--- config.mk ---
export PLATFORM = sky130hd
export DESIGN_NAME = riscv_regmap_bridge
export DESIGN_NICKNAME = d
export VERILOG_FILES = /design/src/rtl/riscv_regmap_bridge.sv
export SDC_FILE = /design/constraint.sdc
export NUM_CORES = 1
export LEC_CHECK = 0
export ABC_AREA = 0
export BUFFER_PORTS_ARGS = -buffer_cell sky130_fd_sc_hd__buf_4
export CORE_ASPECT_RATIO = 0.75
export CORE_UTILIZATION = 56
export CTS_BUF_LIST = sky130_fd_sc_hd__clkbuf_4
export DETAILED_ROUTE_END_ITERATION = 8
export PLACE_DENSITY = 0.85
export SLEW_MARGIN = 40
export SYNTH_ARGS = -nofsm -noshare
export SYNTH_HDL_FRONTEND = slang
export SYNTH_SLANG_ARGS = --single-unit
--- constraint.sdc ---
create_clock -name clk_i -period 4.4 [get_ports clk_i]
set_clock_uncertainty 0.05 [all_clocks]
set_input_delay 0.44 -clock clk_i [delete_from_list [all_inputs] [get_ports clk_i]]
set_output_delay 0.44 -clock clk_i [all_outputs]
set_load 0.01 [all_outputs]
--- src/rtl/riscv_regmap_bridge.sv ---
// ICB slave to DPU regmap bridge with a timed regmap read path and a local edge-latched interrupt bank.
// Latency: regmap write rsp at T+2, regmap read rsp one cycle after rdata_act (or timeout), local/bad-mask rsp at T+1.
// Backpressure: one transaction outstanding; cmd_ready only in IDLE, response held stable until rsp_ready.
module riscv_regmap_bridge #(
  parameter int DPU_REG_ADDR_WTH = 13,
  parameter int DPU_REG_DATA_WTH = 32,
  parameter int ICB_ADDR_WTH     = 32,
  parameter int INTR_NUM         = 8,
  parameter int RD_TIMEOUT       = 255
) (
  input  logic                        clk_i,
  input  logic                        rst_i,
  input  logic                        icb_cmd_valid_i,
  output logic                        icb_cmd_ready_o,
  input  logic [ICB_ADDR_WTH-1:0]     icb_cmd_addr_i,
  input  logic                        icb_cmd_read_i,
  input  logic [DPU_REG_DATA_WTH-1:0] icb_cmd_wdata_i,
  input  logic [3:0]                  icb_cmd_wmask_i,
  output logic                        icb_rsp_valid_o,
  input  logic                        icb_rsp_ready_i,
  output logic                        icb_rsp_err_o,
  output logic [DPU_REG_DATA_WTH-1:0] icb_rsp_rdata_o,
  output logic [DPU_REG_ADDR_WTH-1:0] riscv_regmap__waddr_o,
  output logic                        riscv_regmap__we_o,
  output logic [DPU_REG_DATA_WTH-1:0] riscv_regmap__wdata_o,
  output logic [DPU_REG_ADDR_WTH-1:0] riscv_regmap__raddr_o,
  output logic                        riscv_regmap__re_o,
  input  logic [DPU_REG_DATA_WTH-1:0] riscv_regmap__rdata_i,
  input  logic                        riscv_regmap__rdata_act_i,
  input  logic [INTR_NUM-1:0]         riscv_regmap__intr_i,
  output logic                        intr_o
);

  localparam int AW = DPU_REG_ADDR_WTH;
  localparam int DW = DPU_REG_DATA_WTH;

  localparam logic [1:0] ST_IDLE    = 2'd0;
  localparam logic [1:0] ST_WR      = 2'd1;
  localparam logic [1:0] ST_RD_WAIT = 2'd2;
  localparam logic [1:0] ST_RSP     = 2'd3;

  localparam logic [15:0]   TO_CNT = 16'(RD_TIMEOUT);
  localparam logic [AW-1:0] W_PEND = AW'(0);
  localparam logic [AW-1:0] W_MASK = AW'(1);
  localparam logic [AW-1:0] W_CLR  = AW'(2);

  logic [1:0]          state_q, state_d;
  logic [AW-1:0]       waddr_q, waddr_d;
  logic [AW-1:0]       raddr_q, raddr_d;
  logic [DW-1:0]       wdata_q, wdata_d;
  logic [15:0]         cnt_q, cnt_d;
  logic [DW-1:0]       rsp_rdata_q, rsp_rdata_d;
  logic                rsp_err_q, rsp_err_d;
  logic [INTR_NUM-1:0] pend_q, pend_d;
  logic [INTR_NUM-1:0] mask_q, mask_d;
  logic [INTR_NUM-1:0] intr_s_q, intr_h_q;
  logic                intr_q, intr_d;

  logic                cmd_hs;
  logic                is_local;
  logic [AW-1:0]       word;
  logic [INTR_NUM-1:0] pend_clr;
  logic [INTR_NUM-1:0] rise;
  logic [DW-1:0]       pend_ext, mask_ext;

  // Byte address bits outside the word index are not decoded.
  logic unused_addr;
  assign unused_addr = ^icb_cmd_addr_i;

  assign cmd_hs   = icb_cmd_valid_i && (state_q == ST_IDLE);
  assign is_local = icb_cmd_addr_i[AW+2];
  assign word     = icb_cmd_addr_i[AW+1:2];
  assign rise     = intr_s_q & ~intr_h_q;

  assign icb_cmd_ready_o       = (state_q == ST_IDLE);
  assign icb_rsp_valid_o       = (state_q == ST_RSP);
  assign icb_rsp_err_o         = rsp_err_q;
  assign icb_rsp_rdata_o       = rsp_rdata_q;
  assign riscv_regmap__waddr_o = waddr_q;
  assign riscv_regmap__wdata_o = wdata_q;
  assign riscv_regmap__raddr_o = raddr_q;
  assign riscv_regmap__we_o    = (state_q == ST_WR);
  // Counter is cleared on entry, so zero marks the first RD_WAIT cycle.
  assign riscv_regmap__re_o    = (state_q == ST_RD_WAIT) && (cnt_q == 16'd0);
  assign intr_o                = intr_q;

  // Zero-extend the interrupt registers to bus width for local reads.
  always_comb begin
    pend_ext = '0;
    mask_ext = '0;
    pend_ext[INTR_NUM-1:0] = pend_q;
    mask_ext[INTR_NUM-1:0] = mask_q;
  end

  // Transaction FSM: decode, regmap strobes, read timeout and local bank access.
  always_comb begin
    state_d     = state_q;
    waddr_d     = waddr_q;
    raddr_d     = raddr_q;
    wdata_d     = wdata_q;
    cnt_d       = cnt_q;
    rsp_rdata_d = rsp_rdata_q;
    rsp_err_d   = rsp_err_q;
    mask_d      = mask_q;
    pend_clr    = '0;
    case (state_q)
      ST_IDLE: begin
        if (cmd_hs) begin
          if (is_local) begin
            state_d     = ST_RSP;
            rsp_rdata_d = '0;
            rsp_err_d   = 1'b0;
            if (word == W_PEND) begin
              if (icb_cmd_read_i) rsp_rdata_d = pend_ext;
            end else if (word == W_MASK) begin
              if (icb_cmd_read_i) rsp_rdata_d = mask_ext;
              else                mask_d      = icb_cmd_wdata_i[INTR_NUM-1:0];
            end else if (word == W_CLR) begin
              if (!icb_cmd_read_i) pend_clr = icb_cmd_wdata_i[INTR_NUM-1:0];
            end else begin
              rsp_err_d = 1'b1;
            end
          end else if (icb_cmd_read_i) begin
            state_d = ST_RD_WAIT;
            raddr_d = word;
            cnt_d   = 16'd0;
          end else if (icb_cmd_wmask_i == 4'hF) begin
            state_d = ST_WR;
            waddr_d = word;
            wdata_d = icb_cmd_wdata_i;
          end else begin
            // Partial writes are not supported by the regmap.
            state_d     = ST_RSP;
            rsp_rdata_d = '0;
            rsp_err_d   = 1'b1;
          end
        end
      end
      ST_WR: begin
        state_d     = ST_RSP;
        rsp_rdata_d = '0;
        rsp_err_d   = 1'b0;
      end
      ST_RD_WAIT: begin
        if (riscv_regmap__rdata_act_i) begin
          state_d     = ST_RSP;
          rsp_rdata_d = riscv_regmap__rdata_i;
          rsp_err_d   = 1'b0;
        end else if (cnt_q == TO_CNT) begin
          state_d     = ST_RSP;
          rsp_rdata_d = '0;
          rsp_err_d   = 1'b1;
        end else begin
          cnt_d = cnt_q + 16'd1;
        end
      end
      default: begin
        if (icb_rsp_ready_i) state_d = ST_IDLE;
      end
    endcase
  end

  // Edge-latched pending bits; a new rising edge wins over a same-cycle clear.
  always_comb begin
    pend_d = (pend_q & ~pend_clr) | rise;
    intr_d = |(pend_q & mask_q);
  end

  // State and datapath registers with synchronous reset.
  always_ff @(posedge clk_i) begin
    if (rst_i) begin
      state_q     <= ST_IDLE;
      waddr_q     <= '0;
      raddr_q     <= '0;
      wdata_q     <= '0;
      cnt_q       <= '0;
      rsp_rdata_q <= '0;
      rsp_err_q   <= 1'b0;
      pend_q      <= '0;
      mask_q      <= '0;
      intr_s_q    <= '0;
      intr_h_q    <= '0;
      intr_q      <= 1'b0;
    end else begin
      state_q     <= state_d;
      waddr_q     <= waddr_d;
      raddr_q     <= raddr_d;
      wdata_q     <= wdata_d;
      cnt_q       <= cnt_d;
      rsp_rdata_q <= rsp_rdata_d;
      rsp_err_q   <= rsp_err_d;
      pend_q      <= pend_d;
      mask_q      <= mask_d;
      intr_s_q    <= riscv_regmap__intr_i;
      intr_h_q    <= intr_s_q;
      intr_q      <= intr_d;
    end
  end

endmodule

Word-level counts from Yosys, hierarchy flattened
Cells that the tools add are included.
{ "classes": {"n_reduce_logical": 15, "n_bitwise": 9, "eq_ne": 15, "mux": 42, "addsub": 1} }
{ "op_table": {"columns": ["cell", "n"], "rows": [
  ["two-way mux 32 bit", 7],
  ["case mux 32 bit (3 select lines)", 1],
  ["two-way mux 16 bit", 5],
  ["two-way mux 8 bit", 10],
  ["case mux 16 bit (2 select lines)", 1],
  ["AND 8 bit", 3],
  ["adder 16 x 1 -> 16 bit, second input constant", 1],
  ["== test 16 x 8 -> 1 bit, second input constant", 1],
  ["logical NOT 16 bit", 1],
  ["NOT 8 bit", 2],
  ["two-way mux 2 bit", 7],
  ["== test 13 x 1 -> 1 bit, second input constant", 1],
  ["== test 13 x 2 -> 1 bit, second input constant", 1],
  ["logical NOT 13 bit", 1],
  ["AND reduction 6 bit", 2],
  ["AND reduction 5 bit", 2],
  ["two-way mux 1 bit", 9],
  ["OR 8 bit", 1],
  ["OR reduction 8 bit", 1],
  ["inequality test 2 bit, second input constant", 3],
  ["inequality test 3 bit, second input constant", 2],
  ["case mux 2 bit (3 select lines)", 1],
  ["== test 2 bit, second input constant", 2],
  ["== test 4 bit, second input constant", 1],
  ["other kinds (12)", 16]
]} }
{ "word_totals": {"elab_cells": 94, "inputBits": 114, "out_inout_bits": 96, "ff_bits": 142} }

Depth between registers and ports, before layout
Gate-level depths: netlist (run 1).
{ "depth": {"depth_word": 10, "mapped_depth": 8, "mapped_depth_nobuf": 6} }

Worst setup path before layout (run 1)
OpenSTA, ideal clock, no wires.
{ "synth_timing": {"kind": "in2reg", "startpoint": "input port icb_cmd_addr_i[15]", "endpoint": "register mask_q[0]", "slack_ns": 2.183, "required_time_ns": 4.218, "n_path_buf": 2, "setup_time_ns": 0.132, "path_stages": 6, "arrival_ns": 2.035, "cell_sequence": "buf_4 -> or4b_2 -> or4b_1 -> buf_2 -> o21ai_1 -> a21oi_1"} }
{ "synth_between": {"elab_chain_cells": 1} }
{ "synth_rtl": {"columns": ["element", "line_no", "text"], "rows": [
  ["start, declared", "15", "input logic [ICB_ADDR_WTH-1:0] icb_cmd_addr_i,"],
  ["AND reduction 6 bit (no source line)", null, null],
  ["end signal, assigned", "193", "mask_q <= mask_d;"],
  ["end, declared", "55", "logic [INTR_NUM-1:0] mask_q, mask_d;"]
]} }
Every way passes these cells.
A chain may end at the register's enable or synchronous reset.

Worst setup path after layout (run 1)
{ "layout_timing": {"startpoint": "register state_q[0]", "endpoint": "register cnt_q[2]"} }
{ "layout_between": {"elab_chain_cells": 4, "word_cells_on_any_way": 11, "cone_classes": "eq/ne (6); mux (1); reduce/logical (4)"} }
{ "layout_rtl": {"columns": ["element", "line_no", "text"], "rows": [
  ["start, declared", "47", "logic [1:0] state_q, state_d;"],
  ["start signal, assigned", "185", "state_q <= state_d;"],
  ["logical NOT 2 bit", "70, 106", null],
  ["logical AND 1 bit", "70", "assign cmd_hs = icb_cmd_valid_i && (state_q == ST_IDLE);"],
  ["inequality test 2 x 1 -> 1 bit (no source line)", null, null],
  ["AND reduction 6 bit (no source line)", null, null],
  ["end signal, assigned", "189", "cnt_q <= cnt_d;"],
  ["end, declared", "51", "logic [15:0] cnt_q, cnt_d;"]
]} }
Parallel ways exist; a longest one is shown, timed or not.

==> impl_metrics.csv, run 1 <==
group,metric,value,unit
critical_path,endpoint_kind,"flop",
sta,hold_viol,0,
sta,slew_headroom,49.8,%
clocking,cts-root-buf,"clkbuf_4",
sta,fmax,0.375,GHz
routing,drt-initial-drc-count,435,
pwr,vdd_drop_max,0.287,mV
synthesis,ys_seq_area_share,47.4,%
grt,antenna_found_initial,0,
run_status,outcome,"complete, no violations",
sta,worstMarginPinSlew,0.748,ns
synthesis,synth_ff_type,"dfxtp_1",
routing,wire_per_inst,16.2,um
grt,grtUsageTotal,29.9,%
clocking,clock-sinks,142,
final_layout,n_antenna_cell,0,
sta,rsz0062_at_grt,"no",
final_layout,layout_commonest_cell,"buf_4",
synthesis,yosysWarningCount,0,
flow_run,drv_cap,0,
grt,grt_max_degree,93,
die,initial_utilization,58.1,%
grt,use_met1,36.5,%
grt,use_met2,48.0,%
sta,drv_slew,0,
final_layout,syn2layout_area_growth,29.6,%
final_layout,layout_common_cells,"buf_4 (196), nand2_1 (156), dfxtp_1 (142)",
die,die_area,11100,um^2
synthesis,synth.avg_cell_area,8.58,um^2
synthesis,yosysUniqueCellTypes,55,
grt,use_met3,8.96,%
clocking,cts_hold_buf,0,
critical_path,required,4.72,ns
routing,ant_nets,0,
die,rows,32,
synthesis,syn-cell-area,6000,um^2
clocking,worstSkewPairLatency,0.52,ns
grt,grt_pass1_wl,26.2,mm
final_layout,layout-drive-gt1-share,27.4,%
critical_path,crit_fanout,15,
placed_design,gp_congestion,0.861,
die,die_h,91.6,um
synthesis,synthesis.nets,819,
clocking,cts_max_level,4,
clocking,clk_pin_slew_worst_paths,0.11,ns
pwr,p_per_area,407,nW/um^2
final_layout,n_fill_cell,766,
synthesis,synth_top_area_cell,"dfxtp_1",
sta,setup_violations,0,
final_layout,multi_input_area,2930,um^2
sta,tns,0,ns
critical_path,crit_arrival,2.99,ns
placed_design,dp_slack,1.82,ns
synthesis,synth_edf_count,0,
routing,via_per_inst,5.72,
clocking,ctsResizeCount,0,
worst_hold_path,hold_path.class,"in -> reg",
routing,drc,0,
final_layout,fin_nets,988,
synthesis,postSynthCellCount,699,
pwr,p_leak,0.00314,uW
placed_design,portBuffers,191,
grt,grt_pass1_vias,5479,
critical_path,crit_path_start_kind,"flop",
synthesis,synth-seq-cells,142,
clocking,clockBufferDepth,2,
grt,grt_overflow,0,
clocking,cts_tree,"built",
placed_design,dpl.hpwl,11.6,mm
routing,vias,5812,
die,ios,210,
die,die_width,122,um
routing,routed_wl,16.5,mm
clocking,postCtsSetupRepairBufs,0,
routing,drtPass1Iterations,5,
final_layout,seqCellArea,2840,um^2
synthesis,synth_top_area_share,47.4,%
die,core-area,10300,um^2
clocking,cts_buffers,17,
sta,post-route-period-util,60.5,%
synthesis,synthArstFlopShare,0,%
critical_path,path_class,"reg -> reg",
sta,finalCriticalPeriod,2.66,ns
sta,timing.final.ws_setup,1.74,ns
grt,top_usage_layer,"met2",
synthesis,synth_area_leaders,"dfxtp_1 (47%), nand2_1 (9.8%), a21oi_1 (7.7%)",
## state kept, by name (all words and copies together), names as in the netlist
| signal | count |
|---|---|
| cnt_q | 16 |
| icb_rsp_err_o | 1 |
| icb_rsp_rdata_o | 32 |
| intr_h_q | 8 |
| intr_o | 1 |
| intr_s_q | 8 |
| mask_q | 8 |
| pend_q | 8 |
| riscv_regmap__raddr_o | 13 |
| riscv_regmap__waddr_o | 13 |
| riscv_regmap__wdata_o | 32 |
| state_q | 2 |
## synth_stat cells (3+ instances only)
| library cell | count |
|---|---|
| nor2b_1 | 17 |
| buf_2 | 4 |
| nor4_1 | 4 |
| a221oi_1 | 8 |
| nand4_1 | 10 |
| nand2b_1 | 18 |
| or4_1 | 9 |
| nand2_1 | 156 |
| inv_1 | 6 |
| and4_1 | 3 |
| ha_1 | 6 |
| dfxtp_1 | 142 |
| a21oi_1 | 92 |
| a22oi_1 | 4 |
| and2_1 | 10 |
| o21ai_0 | 13 |
| mux2i_1 | 34 |
| nor2_1 | 4 |
| nor4_4 | 3 |
| and3_1 | 4 |
| o21ai_1 | 8 |
| o31ai_1 | 14 |
| nand3_1 | 49 |
| clkbuf_1 | 36 |
| a211oi_1 | 9 |
## critical path, stage by stage (launching register included)
cell	delay, ns
dfxtp_1	0.36
inv_1	0.09
ha_1	0.43
nand4b_1	0.63
o21ai_1	0.84
a21oi_1	0.11
## power breakdown
part	leakage, uW	switching [uW]	internal [uW]
clock	0.000163	454	456
sequential	0.00115	59.8	1360
combinational	0.00183	471	364
## routing by layer
metal | wire length [um] | share of wire [%]
met1 | 6770 | 41
met2 | 7890 | 48
met3 | 1310 | 8.0
met4 | 500 | 3.0
met5 | 0 | 0
## through the flow
| stage | instances | power [uW] | cell area [um^2] | util [%] | hold WS, ns |
|---|---|---|---|---|---|
| 2_1_floorplan | 699 | 2020 | 6000 | - | 0.389 |
| 3_3_place_gp | 985 | 2230 | 7440 | 72.0 | 0.392 |
| 3_5_place_dp | 985 | 2270 | 7450 | 72.1 | 0.397 |
| 4_1_cts | 1016 | 3170 | 7760 | 75.1 | 0.0407 |
| 5_1_grt | 1016 | 3320 | 7770 | 75.3 | 0.0520 |
| 6_report | 1016 | 3170 | 7770 | 75.3 | 0.0730 |
## kinds of logic (layout without fill, tap and decap cells)
group	count (synthesis)	after routing	share of synthesized area, %
simple gates	303	303	25.9
fa+ha+maj	6	6	1.25
flops	142	142	47.4
compound gates	159	159	15.7
buf+inv	55	236	4.15
mux	34	34	5.67
## layout make-up
cell class / instances / share of cell area, %
Multi-Input combinational cell: 502 / 37.7
Sequential cell: 142 / 36.6
Timing Repair Buffer: 197 / 19.1
Clock inverter: 12 / 2.19
Tap cell: 136 / 2.19
Clock buffer: 19 / 1.83
Inverter: 8 / 0.418
## path summary, 6_finish.rpt
check,start,end,slack (ns),cells past startpoint
worst max-delay path,state_q[0],cnt_q[2],1.74,5
worst min-delay path,riscv_regmap__intr_i[1],intr_s_q[1],0.07,2
worst max register to register,state_q[0],cnt_q[2],1.74,5
worst min register to register,riscv_regmap__raddr_o[2],riscv_regmap__raddr_o[2],0.41,2
Power figures use the tool's default switching activity.
==> run 2, diff against run 1 <==
--- a/config.mk
+++ b/config.mk
@@ -5,13 +5,13 @@
 export SDC_FILE = /design/constraint.sdc
 export NUM_CORES = 1
 export LEC_CHECK = 0
-export ABC_AREA = 0
+export ABC_AREA = 1
 export BUFFER_PORTS_ARGS = -buffer_cell sky130_fd_sc_hd__buf_4
 export CORE_ASPECT_RATIO = 0.75
-export CORE_UTILIZATION = 56
+export CORE_UTILIZATION = 52
 export CTS_BUF_LIST = sky130_fd_sc_hd__clkbuf_4
 export DETAILED_ROUTE_END_ITERATION = 8
-export PLACE_DENSITY = 0.85
+export PLACE_DENSITY = 0.79
 export SLEW_MARGIN = 40
 export SYNTH_ARGS = -nofsm -noshare
 export SYNTH_HDL_FRONTEND = slang
==> constraint.sdc (replaced) <==
create_clock -name clk_i -period 2.5 [get_ports clk_i]
set_clock_uncertainty 0.05 [all_clocks]
set_input_delay 0.25 -clock clk_i [delete_from_list [all_inputs] [get_ports clk_i]]
set_output_delay 0.25 -clock clk_i [all_outputs]
set_load 0.01 [all_outputs]
==> impl_metrics.csv, run 2 <==
group,metric,value,unit
flow_run,drv_cap,0,
grt,antenna_found_initial,0,
critical_path,endpoint_kind,"output pin",
clocking,clockBufferDepth,2,
final_layout,fin_nets,1283,
critical_path,slowest_stage,"dfxtp_1",
synthesis,yosysWarningCount,0,
synthesis,syn-cell-area,6280,um^2
routing,drc,0,
final_layout,finalNonFillerCells,1338,
critical_path,r2r_end,"icb_rsp_rdata_o[22]",
critical_path,r2r_setup_slack,0.30,ns
die,core-area,11700,um^2
synthesis,yosysMostFrequentCell,"nor2_1",
die,ios,210,
routing,wl_met3,934,um
sta,setup_violations,0,
worst_hold_path,min_from,"riscv_regmap__rdata_i[7]",
synthesis,synth_edf_count,0,
clocking,clock-sinks,142,
routing,drt-initial-drc-count,452,
worst_hold_path,hold_path.class,"in -> reg",
grt,grt_max_degree,79,
placed_design,dp_slack,0.159,ns
sta,timing.final.ws_setup,0.254,ns
routing,top_layer_used,"met4",
routing,drtPass1Iterations,7,
grt,grt_overflow,0,
die,initial_utilization,53.7,%
die,die_width,129,um
synthesis,synth_common_cells,"nor2_1 (225), nand2_1 (144), dfxtp_1 (142), o21ai_0 (99), inv_1 (94)",
critical_path,path_class,"reg -> out",
synthesis,synth_area_leaders,"dfxtp_1 (45%), nor2_1 (13%), nand2_1 (8.6%)",
routing,routed_wl,18.4,mm
synthesis,ys_seq_area_share,45.3,%
clocking,postCtsSetupRepairBufs,0,
routing,wl_met1,8.32,mm
synthesis,synth_ff_type,"dfxtp_1",
clocking,clk_pin_slew_worst_paths,0.14,ns
sta,tns,0,ns
die,die_h,97.2,um
pwr,vdd_drop_max,0.628,mV
critical_path,required,2.20,ns
synthesis,synth-seq-cells,142,
clocking,cts_max_level,4,
routing,wire_per_inst,13.8,um
grt,grt_pass1_vias,6423,
synthesis,postSynthCellCount,909,
final_layout,layout-drive-gt1-share,22.6,%
routing,wl_met2,8.68,mm
sta,rsz0062_at_grt,"no",
placed_design,gp_congestion,0.892,
critical_path,crit_path_start_kind,"flop",
synthesis,synth_top_area_cell,"dfxtp_1",
placed_design,portBuffers,191,
pwr,p_leak,0.00412,uW
pwr,power,6190,uW
synthesis,synth_top_area_share,45.3,%
grt,grt_pass1_wl,30.4,mm
final_layout,n_antenna_cell,0,
clocking,worstSkewPairLatency,0.53,ns
critical_path,reg2reg_from,"state_q[0]",
synthesis,synthArstFlopShare,0,%
sta,drv_slew,0,
die,rows,34,
run_status,outcome,"complete, no violations",
routing,vias,6765,
synthesis,synth.avg_cell_area,6.91,um^2
clocking,cts_buffers,17,
final_layout,syn2layout_area_growth,41.0,%
sta,slew_headroom,63.4,%
sta,fmax,0.445,GHz
routing,ant_nets,0,
final_layout,layout_common_cells,"nor2_1 (225), buf_4 (206), nand2_1 (143)",
final_layout,layout_commonest_cell,"nor2_1",
synthesis,yosysUniqueCellTypes,32,
clocking,cts-root-buf,"clkbuf_4",
critical_path,crit_fanout,7,
sta,worstMarginPinSlew,0.549,ns
critical_path,crit_arrival,1.95,ns
grt,grtUsageTotal,30.5,%
sta,post-route-period-util,89.8,%
critical_path,worstRegToRegCells,8,
critical_path,slowest_delay,0.36,ns
clocking,cts_tree,"built",
critical_path,crit_start,"state_q[0]",
placed_design,placed_cells,1231,
synthesis,synthesis.nets,1029,
placed_design,dpl.hpwl,11.6,mm
pwr,p_per_area,699,nW/um^2
critical_path,path_cells,"inv_1 -> ha_2 -> nand3_1 -> nor4_1 -> buf_4",
die,die_area,12500,um^2
sta,hold_viol,0,
critical_path,crit_path_end,"riscv_regmap__re_o",
sta,finalCriticalPeriod,2.25,ns
routing,via_per_inst,5.06,
## run 2: cell families after synthesis
family | after synthesis | synth area share (%)
simple gates | 462 | 31.4
xor+xnor | 3 | 0.418
fa+ha+maj | 6 | 1.20
flops | 142 | 45.3
compound gates | 152 | 12.4
buf+inv | 144 | 9.40
## run 2: power breakdown
| group | internal (uW) | switching, uW |
|---|---|---|
| Clock | 428 | 941 |
| Combinational | 867 | 1360 |
| Sequential | 2470 | 125 |
| Total | 3760 | 2430 |
## run 2: worst max-delay path: cells and delay by family, from the launching register on
kind	cells	cell delay [ns]
fa+ha+maj	1	0.29
buf+inv	2	0.31
flops	1	0.36
simple gates	2	0.46
## run 2: layout make-up
type                       count  area (um^2)
timing repair buffer         281         2310
clock inverter                15          129
tap                          162          203
clock buffer                  17          128
fill                         947         2850
sequential                   142         2840
multi-input combinational    624         2880
inverter                      97          364
## run 2: layer usage
layer / vias to the layer above / track usage [%]
li1: 3398 / -
met1: 3095 / 40.4
met2: 223 / 49.1
met3: 49 / 5.18
met4: 0 / 12.6
met5: - / 0
## run 2: metrics by stage
step / cell area (um^2) / hold WS (ns) / utilization, %
after floorplan: 6280 / 0.307 / -
after detailed placement: 7830 / 0.356 / 67.0
after global placement: 7830 / 0.351 / 67.0
final: 8850 / 0.0283 / 75.7
after CTS: 8830 / 0.00189 / 75.5
after global routing: 8850 / 0.0159 / 75.7
## run 2: worst min path at each step
stage	to	cells after the start	slack [ns]
2_1_floorplan	intr_s_q[0]	2	0.31
3_3_place_gp	pend_q[7]	1	0.35
3_5_place_dp	intr_h_q[1]	2	0.36
4_1_cts	icb_rsp_rdata_o[31]	5	0.002
5_1_grt	icb_rsp_rdata_o[11]	5	0.02
6_report	icb_rsp_rdata_o[7]	5	0.03
## run 2: what timing repair did
action | in CTS | in global routing
setup endpoints to repair | 0 | 43
hold buffers | 74 | 0
hold endpoints to repair | 96 | 0
resized for setup | 0 | 3
==> run 3, diff against run 2 <==
==> constraint.sdc (replaced) <==
create_clock -name clk_i -period 2.1 [get_ports clk_i]
set_clock_uncertainty 0.05 [all_clocks]
set_input_delay 0.21 -clock clk_i [delete_from_list [all_inputs] [get_ports clk_i]]
set_output_delay 0.21 -clock clk_i [all_outputs]
set_load 0.01 [all_outputs]
==> impl_metrics.csv, run 3 (synthesis results as in run 2) <==
group,metric,value,unit
grt,grt_pass1_wl,30.8,mm
die,core-area,11700,um^2
sta,finalCriticalPeriod,2.04,ns
placed_design,gp_congestion,0.909,
sta,rsz0062_at_grt,"yes",
sta,setup_violations,0,
sta,fmax,0.490,GHz
clocking,clk_pin_slew_worst_paths,0.14,ns
final_layout,fin_area,9210,um^2
placed_design,portBuffers,191,
die,die_h,97.2,um
worst_hold_path,hold_path.class,"in -> reg",
grt,grtUsageTotal,30.9,%
final_layout,layout-drive-gt1-share,24.1,%
critical_path,crit_fanout,7,
routing,wire_per_inst,14.0,um
worst_hold_path,whs_path_depth,5,
sta,worstMarginPinSlew,0.408,ns
critical_path,required,1.84,ns
sta,tns,0,ns
final_layout,layout_commonest_cell,"nor2_1",
grt,antenna_found_initial,0,
routing,drtPass1Iterations,5,
clocking,cts-root-buf,"clkbuf_4",
placed_design,place_area,8000,um^2
run_status,outcome,"complete, no violations",
clocking,clockBufferDepth,2,
critical_path,endpoint_kind,"output pin",
critical_path,path_class,"reg -> out",
clocking,cts_tree,"built",
routing,via_per_inst,5.04,
sta,drv_slew,0,
routing,ant_nets,0,
grt,grt_overflow,0,
final_layout,n_antenna_cell,0,
flow_run,drv_cap,0,
grt,grt_max_degree,48,
die,die_area,12500,um^2
pwr,vdd_drop_max,0.791,mV
die,die_width,129,um
routing,drt-initial-drc-count,410,
die,ios,210,
sta,slew_headroom,72.8,%
pwr,power,7790,uW
final_layout,syn2layout_area_growth,46.7,%
placed_design,dpl.hpwl,12.0,mm
critical_path,worstRegToRegCells,13,
clocking,cts_buffers,17,
clocking,cts_max_level,4,
routing,drc,0,
routing,routed_wl,19.2,mm
final_layout,fin_nets,1314,
sta,hold_viol,0,
final_layout,layout_common_cells,"nor2_1 (225), buf_4 (222), nand2_1 (144)",
pwr,p_leak,0.00429,uW
final_layout,n_fill_cell,849,
critical_path,crit_path_start_kind,"flop",
clocking,clock-sinks,142,
clocking,worstSkewPairLatency,0.53,ns
die,initial_utilization,53.7,%
pwr,p_per_area,846,nW/um^2
grt,grt_pass1_vias,6460,
critical_path,crit_arrival,1.78,ns
die,rows,34,
routing,vias,6898,
sta,post-route-period-util,97.2,%
[run 3: cell types whose count changed in the layout (fill, tap and decap cells not counted), sizes merged]
| cell | change |
|---|---|
| inv | -2 |
| buf | +20 |
| clkinv | -2 |
| clkbuf | +1 |
| dlygate4sd3 | +12 |
| bufinv | +1 |
| clkinvlp | +2 |
| nand3 | -1 |
[run 3: routing by layer]
layer	up-vias	wire length, um	global-route usage (%)
met5	-	0	0
met3	52	1210	6.66
li1	3457	-	-
met1	3098	8540	39.7
met2	291	8930	51.2
met4	0	483	10.5
[run 3: worst paths after layout]
path	startpoint	to	slack [ns]
min reg2reg	intr_s_q[2]	intr_h_q[2]	0.38
max reg2reg	state_q[0]	cnt_q[13]	0.12
max	state_q[0]	riscv_regmap__re_o	0.06
min	riscv_regmap__rdata_i[7]	icb_rsp_rdata_o[7]	0.04
[run 3: what timing repair did]
action	4_1_cts	5_1_grt
cloned	0	0
hold endpoints to repair	109	0
setup endpoints to repair	1	67
buffers inserted	0	3
hold buffers	86	0
pin swaps	1	2
gates resized for setup	4	10
[run 3: cell type report]
class	instances	area [um^2]	area share, %
Sequential cell	142	2850	30.9
Clock inverter	14	131	1.43
Timing Repair Buffer	313	2620	28.4
Tap cell	162	203	2.20
Inverter	97	364	3.95
Clock buffer	18	135	1.47
Multi-Input combinational cell	623	2920	31.7
[run 3: stage by stage]
step,setup slack [ns],std cells,hold slack [ns],util [%]
6_report,0.0591,1369,0.0419,78.8
5_1_grt,-0.0457,1369,0.0407,78.8
4_1_cts,0.0570,1366,0.00972,78.2
3_5_place_dp,0.142,1248,0.360,68.4
3_3_place_gp,0.226,1248,0.353,68.4
2_1_floorplan,0.259,909,0.267,-
[run 3: where the power goes]
group | internal, uW | leakage [uW] | switching (uW)
sequential | 2940 | 0.00115 | 160
clock | 619 | 0.000132 | 1060
combinational | 1310 | 0.00300 | 1700
total | 4870 | 0.00429 | 2920
[run 3: worst max-delay path: stages (launching register included)]
cell and delay, ns:
dfxtp_2 0.36, inv_2 0.11, ha_4 0.16, buf_6 0.13, nand3_2 0.10, nor4_4 0.23
buf_4 0.16
